==> config.mk <==
export PLATFORM = sky130hd
export DESIGN_NAME = mix_columns_seq
export DESIGN_NICKNAME = d
export VERILOG_FILES = /design/src/rtl/mix_columns_seq.sv
export SDC_FILE = /design/constraint.sdc
export NUM_CORES = 1
export LEC_CHECK = 0
export BUFFER_PORTS_ARGS = -buffer_cell sky130_fd_sc_hd__buf_4
export CAP_MARGIN = 0
export CORE_MARGIN = 2
export CORE_UTILIZATION = 57
export CTS_BUF_LIST = sky130_fd_sc_hd__clkbuf_4
export CTS_CLUSTER_DIAMETER = 40
export DETAILED_ROUTE_END_ITERATION = 12
export HOLD_SLACK_MARGIN = 0.12
export PLACE_DENSITY = 0.93
export SLEW_MARGIN = 20
export SYNTH_ARGS = -nofsm -noshare
export SYNTH_HDL_FRONTEND = slang
export SYNTH_SLANG_ARGS = --single-unit
==> constraint.sdc <==
create_clock -name Clk -period 3.3 [get_ports Clk]
set_input_delay 0.66 -clock Clk [delete_from_list [all_inputs] [get_ports Clk]]
set_output_delay 0.66 -clock Clk [all_outputs]
set_load 0.005 [all_outputs]
==> src/rtl/mix_columns_seq.sv <==
// Iterative AES-128 MixColumns: one 32-bit column per clock, valid/ready on both sides.
// Define MIX_COLUMNS_INV_EN to add the Inverse port (InvMixColumns).
module mix_columns_seq #(
    parameter int NUM_COLS = 4,
    parameter int COL_W    = 32
) (
    input  logic                      Clk,
    input  logic                      Reset,
    input  logic [NUM_COLS*COL_W-1:0] InData,
    input  logic                      InValid,
    output logic                      InReady,
    output logic [NUM_COLS*COL_W-1:0] OutData,
    output logic                      OutValid,
    input  logic                      OutReady,
`ifdef MIX_COLUMNS_INV_EN
    input  logic                      Inverse,
`endif
    output logic                      Busy
);

    localparam int DATA_W = NUM_COLS * COL_W;

    typedef enum logic [1:0] {
        IDLE = 2'd0,
        BUSY = 2'd1,
        DONE = 2'd2
    } state_t;

    state_t              state;
    logic [DATA_W-1:0]   buffer;
    logic [DATA_W-1:0]   nextBuf;
    logic [1:0]          colIdx;
    logic [COL_W-1:0]    curCol;
    logic [COL_W-1:0]    mixedCol;
    logic                opInv;

    function automatic logic [7:0] xtime(input logic [7:0] x);
        return {x[6:0], 1'b0} ^ (x[7] ? 8'h1B : 8'h00);
    endfunction

    // Products built from chained doublings so the inverse path shares xtime.
    function automatic logic [31:0] colMix(input logic [31:0] c, input logic inv);
        logic [7:0] a  [4];
        logic [7:0] m2 [4];
        logic [7:0] m3 [4];
        logic [7:0] m4 [4];
        logic [7:0] m8 [4];
        logic [7:0] m9 [4];
        logic [7:0] mB [4];
        logic [7:0] mD [4];
        logic [7:0] mE [4];
        logic [31:0] res;
        logic [1:0] i0;
        logic [1:0] i1;
        logic [1:0] i2;
        logic [1:0] i3;
        res = '0;
        for (int r = 0; r < 4; r++) begin
            a[r]  = c[31-8*r -: 8];
            m2[r] = xtime(a[r]);
            m4[r] = xtime(m2[r]);
            m8[r] = xtime(m4[r]);
            m3[r] = m2[r] ^ a[r];
            m9[r] = m8[r] ^ a[r];
            mB[r] = m8[r] ^ m2[r] ^ a[r];
            mD[r] = m8[r] ^ m4[r] ^ a[r];
            mE[r] = m8[r] ^ m4[r] ^ m2[r];
        end
        for (int r = 0; r < 4; r++) begin
            i0 = 2'(r);
            i1 = 2'(r + 1);
            i2 = 2'(r + 2);
            i3 = 2'(r + 3);
            if (inv)
                res[31-8*r -: 8] = mE[i0] ^ mB[i1] ^ mD[i2] ^ m9[i3];
            else
                res[31-8*r -: 8] = m2[i0] ^ m3[i1] ^ a[i2] ^ a[i3];
        end
        return res;
    endfunction

`ifdef MIX_COLUMNS_INV_EN
    logic invReg;
    assign opInv = invReg;
`else
    assign opInv = 1'b0;
`endif

    always_comb begin
        curCol = '0;
        unique case (colIdx)
            2'd0: curCol = buffer[127:96];
            2'd1: curCol = buffer[95:64];
            2'd2: curCol = buffer[63:32];
            2'd3: curCol = buffer[31:0];
            default: curCol = '0;
        endcase
    end

    assign mixedCol = colMix(curCol, opInv);

    always_comb begin
        nextBuf = buffer;
        unique case (colIdx)
            2'd0: nextBuf[127:96] = mixedCol;
            2'd1: nextBuf[95:64]  = mixedCol;
            2'd2: nextBuf[63:32]  = mixedCol;
            2'd3: nextBuf[31:0]   = mixedCol;
            default: nextBuf = buffer;
        endcase
    end

    always_ff @(posedge Clk) begin
        if (Reset) begin
            state    <= IDLE;
            InReady  <= 1'b1;
            OutValid <= 1'b0;
            Busy     <= 1'b0;
            OutData  <= '0;
            colIdx   <= 2'd0;
            buffer   <= '0;
`ifdef MIX_COLUMNS_INV_EN
            invReg   <= 1'b0;
`endif
        end else begin
            unique case (state)
                IDLE: begin
                    if (InValid) begin
                        buffer  <= InData;
                        colIdx  <= 2'd0;
                        state   <= BUSY;
                        InReady <= 1'b0;
                        Busy    <= 1'b1;
`ifdef MIX_COLUMNS_INV_EN
                        invReg  <= Inverse;
`endif
                    end
                end
                BUSY: begin
                    buffer <= nextBuf;
                    colIdx <= colIdx + 2'd1;
                    if (colIdx == 2'd3) begin
                        state    <= DONE;
                        Busy     <= 1'b0;
                        OutValid <= 1'b1;
                        OutData  <= nextBuf;
                    end
                end
                DONE: begin
                    // No same-cycle accept: InReady rises only once back in IDLE.
                    if (OutReady) begin
                        state    <= IDLE;
                        OutValid <= 1'b0;
                        InReady  <= 1'b1;
                    end
                end
                default: begin
                    state    <= IDLE;
                    InReady  <= 1'b1;
                    OutValid <= 1'b0;
                    Busy     <= 1'b0;
                end
            endcase
        end
    end

endmodule

# Word-level counts from Yosys, hierarchy flattened
# Index checks and enable logic that the tools add are counted.
# totals
regBits	263
latchBits	0
ram_bits	0
rom_bits	0
in_bits	132
output_inout_bits	131
wordCells	74
memories	0
# classes
addsub	1
mul	0
div_mod_pow	0
order_cmp	0
n_eq_ne	8
n_shift	0
n_mux	26
bitwise_logic	23
n_reduce_logical	9
# ops
operator	count
$pmux 128 s2	1
$mux 128	1
$mux 32	4
$pmux 32 s4	1
$xor 8x8->8	16
$xor 8x5->8	4
$mux 5	4
$reduce_and 3->1	4
$pmux 1 s3	3
$mux 2	4
$eq 2x2->1 const B	3
$mux 1	6
$ne 2x2->1 const B	3
$pmux 2 s3	1
$eq 2x1->1 const B	2
$logic_not 2->1	2
$pmux 2 s2	1
$reduce_and 2->1	2
$not 1->1	3
$add 2x1->2 const B	1
$reduce_bool 2->1	1

# Longest topological paths before layout
# depth
depth_word	10
ltp_mapped	11
ltp_nobuf	8

# Worst setup path before layout
# Ideal clock, no wire load.
# synth_path
kind	flip-flop to flip-flop
start	reg colIdx[0]
end	reg buffer[64]
setup_time_ns	0.134
arrival_time_ns	2.654
required_time_ns	3.166
setup_slack_ns	0.512
stages_incl_launch_ff	10
period_less_slack_ns	2.788
path_cell_list	dfxtp_1 > inv_1 > ha_1 > buf_2 > a222oi_1 > xor2_1 > o21ai_1 > xnor3_1 > mux2i_1 > a21oi_1
# synth_via
elab_chain_cells	10
word_cells_on_any_way	15
classes_between	eq/ne: 3; mux: 5; bitwise: 6; reduce/logical: 1
# synth_rtl
item	line_no	rtl
start, declared	32	logic [1:0] colIdx;
start signal, assigned	141	colIdx <= colIdx + 2'd1;
$eq 2x2->1, or another cell as far along	91	unique case (colIdx)
$pmux 32 s4	91	
$mux 5	38	return {x[6:0], 1'b0} ^ (x[7] ? 8'h1B : 8'h00);
$xor 8x5->8	38	
$xor 8x8->8	63	m3[r] = m2[r] ^ a[r];
$xor 8x8->8 (3 in a row)	77	res[31-8*r -: 8] = m2[i0] ^ m3[i1] ^ a[i2] ^ a[i3];
$mux 32 *	104	unique case (colIdx)
$pmux 128 s2 *	126	unique case (state)
end signal, assigned	129	buffer <= InData;
end signal, assigned	140	buffer <= nextBuf;
end, declared	30	logic [DATA_W-1:0] buffer;
# Every way passes the cells marked *; elsewhere a longest branch is shown, timed or not.
# A chain may end at the register's enable or synchronous reset.

# Worst setup path after layout
# layout_path
start	reg colIdx[0]
end	reg buffer[120]
# layout_via
elab_chain_cells	10
word_cells_on_any_way	15
classes_between	eq/ne: 3; mux: 5; bitwise: 6; reduce/logical: 1
# layout_rtl
item	line_no
$eq 2x2->1, or another cell as far along	91
$pmux 32 s4	91
$mux 5	38
$xor 8x5->8	38
$xor 8x8->8	63
$xor 8x8->8 (3 in a row)	77
$mux 32 *	104
$pmux 128 s2 *	126
# Marked as above.

==> results.txt <==
Grouping stages by cell kind, the critical path spends the most delay in compound AO/OA/AOI/OAI gates. The largest net degree at the start of global routing is 118. The uppermost signal routing layer after detailed routing is met4.

The run gives 49 as the unique cell type count in the Yosys netlist. The completed layout was analyzed and its total power is 11.1 mW. The number of endpoints failing setup at the final stage is 0, and the depth of the CTS H-tree is 3.

The number of top-level pins is 263, and the register area share after synthesis is 40.4%. The number of pins exceeding their max-slew limit in the final report came out at 0. In this run, CTS created clock tree buffers numbering 71. Summed over all nets, wire length on met2 after detailed routing comes to 22.4 mm. The weighted congestion at the end of routability-driven global placement was 0.981.

Dividing the detail-routed wire length by the instance count gives 25.1 um. The clock slew seen by the registers of the worst setup and hold paths works out to 60 ps. For the overflow left after global routing, the log shows 0.

The run finished with clean final reports. The tools report the initial antenna violation count as 0. Setup repair after global routing could not meet its margin everywhere. Measured against its own limit, the worst slew margin works out to 39.2%. The share of cells above drive strength 1 is 28.4%.

The wire length of the first global-routing pass is 77.2 mm. In the routed layout, each cell is associated on average with a via count of 6.90. For the final hold violation count, the log shows 0. For the worst setup path, the data arrival time is 3780 ps. The run gives 13400 as the number of global-route vias before repair.

The cell area that synthesis handed to floorplanning was 13000 um^2. In this run, the number of DRC markers left after iteration 0 of detailed routing was 2323. Once placement finished, the instance area stood at 15800 um^2. For the area enclosed by the die boundary, the log shows 24100 um^2.

For this run, the slowest stage of the critical path takes 640 ps. The final layout contains 1877 nets. Between clock sinks in the finished design, the worst skew comes to 45.8 ps. Clock sink total: 263. TritonCTS built the clock tree. The initialized floorplan defines 55 standard-cell rows.

The first detailed-routing pass ran for 9 iterations. The run gives 51.9 mm as the post-detailed-routing wire length. The worst setup path is captured at a flip-flop. CTS placed an instance of sky130_fd_sc_hd__clkbuf_4 at the clock tree root.

During placement, the flow inserted port buffers numbering 262. Of the available clock period, the critical path in the final layout requires 98.6%. Leaving out fill and tap cells, the most frequent cell in the layout is sky130_fd_sc_hd__buf_4.

The number of cells in the finished layout apart from fillers was 2067; the leakage power figure was 7.06 nW. The time the final worst path needs with I/O delays and setup is 3250 ps. The placeable core region is 22500 um^2, and the data required time at the worst endpoint is 3830 ps.

The height of the die came out at 155 um. The tools report the largest vdd supply drop as 0.355 mV. Once detail routing completed, the nets flagged for antenna violations numbered 0.

Once detailed placement completed, the half-perimeter wirelength came to 36.1 mm. The filler cells instantiated in the layout total 1589. Class of the most critical hold timing path: in2reg. The die outline width was 155 um; the max capacitance violation total was 0. Leaving out fill and tap cells, the most frequent cells in the layout are sky130_fd_sc_hd__buf_4, sky130_fd_sc_hd__dfxtp_1, sky130_fd_sc_hd__a21oi_1. The final route contains 14300 vias. Of all nets on the critical path, the largest fanout is 16. Synthesis inferred 263 register bits.

The number of cells produced by synthesis came out at 1440. Counting every net in the synthesized netlist gives 1577. The tools report the starting utilization of the core area as 57.8%.

The worst setup path is of the reg2reg kind. The worst setup path is launched from a flip-flop. On the critical path, the stage with the largest delay is an instance of sky130_fd_sc_hd__a222oi_1. In this run the deepest clock path goes through 3 buffers. During synthesis, Yosys emitted a total of 0 warnings. The clock latency at the later pin of the worst-skew pair was 700 ps. The mean instance size in the synthesized netlist was 9.04 um^2; the area added between synthesis and finish was 28.2%. With fillers left out, the area of the finished cells amounts to 16700 um^2. Number of buffer and inverter stages on the critical path: 1. The number of remaining DRC errors is 0, and the number of instances in the placed design is 1947. Static timing analysis puts the maximum clock frequency at 0.307 GHz.

Dividing total power by cell area gives a power density of 667 nW/um^2. Wire segments on met3 add up to 6.84 mm in the final route. After detailed routing, the wire length on met1 is 18.7 mm. The transition time at the pin with the least slew margin was 904 ps.

The global routing usage summed across all routing layers is 41.4%. Traced cell by cell, the critical path runs through inv_1 -> ha_2 -> a222oi_1 -> xnor2_1 -> o21ai_0 -> xor3_1 -> mux2i_1 -> a21oi_1. Count of hold-fix buffers inserted at cts: 0.
==> through the flow <==
step	setup slack (ps)	util (%)	setup TNS [ps]	hold WS, ps
finish	47.4	74.2	0	259
global route	-31.0	74.2	-31.0	272
CTS	5.88	74.0	0	228
detailed placement	-28.5	70.2	-116	454
global placement	56.7	70.2	0	448
floorplan	512	-	0	453
==> final timing paths <==
check / startpoint / end / slack, ps / cells past startpoint
worst max-delay path: colIdx[0]$_SDFFE_PP0P_ / buffer[120]$_SDFFE_PP0P_ / 50 / 8
worst min-delay path: OutReady / InReady$_SDFFE_PP1P_ / 260 / 3
worst max register to register: colIdx[0]$_SDFFE_PP0P_ / buffer[120]$_SDFFE_PP0P_ / 50 / 8
worst min register to register: OutData[8]$_SDFFE_PP0P_ / OutData[8]$_SDFFE_PP0P_ / 460 / 2
==> layout make-up <==
class | count | area [um^2] | share of cell area [%]
multi-input combinational | 996 | 7100 | 42.5
sequential | 263 | 5270 | 31.5
timing repair buffer | 377 | 3010 | 18.0
clock buffer | 95 | 713 | 4.27
tap | 285 | 357 | 2.14
clock inverter | 19 | 126 | 0.757
inverter | 31 | 121 | 0.727
antenna | 1 | 2.50 | 0.0150
==> power by group <==
group	total, mW	switching [mW]	internal (mW)
registers	3.67	0.276	3.39
clock network	2.88	1.39	1.48
logic	4.59	2.62	1.97
total	11.1	4.29	6.84
==> cells in the mapped netlist, drive strengths merged <==
cell type / count / area (um^2)
buf: 21 / 105
nand2b: 7 / 43.8
mux2i: 70 / 713
nor4: 11 / 68.8
a21oi: 178 / 891
xnor2: 66 / 593
inv: 29 / 109
a22oi: 2 / 15.0
xnor3: 16 / 362
o21ai: 142 / 733
a21o: 2 / 15.0
or3: 24 / 150
o41ai: 2 / 17.5
and4: 4 / 35.0
a221oi: 30 / 263
dfxtp: 263 / 5270
xor2: 31 / 272
o221ai: 60 / 526
nor3b: 1 / 7.51
and2: 3 / 18.8
or2: 2 / 12.5
a222oi: 32 / 320
ha: 5 / 62.6
mux2: 1 / 11.3
a211oi: 16 / 120
o211ai: 31 / 233
a31oi: 54 / 338
a311oi: 5 / 50.0
o311ai: 10 / 87.6
nor4b: 32 / 280
o22ai: 2 / 12.5
clkinv: 2 / 7.51
nand3: 9 / 45.0
nor2: 33 / 124
and3: 2 / 12.5
xor3: 8 / 190
nor3: 3 / 15.0
o211a: 4 / 40.0
nand2: 98 / 368
clkbuf: 129 / 484
==> logic make-up after synthesis <==
family | count (synthesis) | share of synthesized area (%)
AO/OA/AOI/OAI | 570 | 28.1
XOR/XNOR | 121 | 10.9
adder cells (fa/ha/maj) | 5 | 0.481
buffers and inverters | 181 | 5.42
flip-flops | 263 | 40.4
multiplexers | 71 | 5.57
AND/OR/NAND/NOR | 229 | 9.07
==> per-layer routing <==
metal / global-route usage (%) / vias up
met3: 8.58 / 258
met1: 53.3 / 6613
li1: - / 6066
met5: 0 / -
met2: 63.0 / 1329
met4: 27.8 / 0
==> flip-flops by register name, summed over array words and instances, names as in the netlist <==
name and flops:
buffer 128, Busy 1, state 2, OutValid 1, OutData 128, colIdx 2, InReady 1
==> what timing repair did <==
action                                  4_1_cts  5_1_grt
endpoints found under the setup margin        8       43
pin swaps                                     1        5
resized for setup                             1        8
setup buffers                                 2        3
==> worst min-delay path, cell delays in order <==
cell                      delay, ps
sky130_fd_sc_hd__buf_4           90
sky130_fd_sc_hd__nor3_1          40
sky130_fd_sc_hd__o21ai_0        120
(Power assumes the default switching activity.)
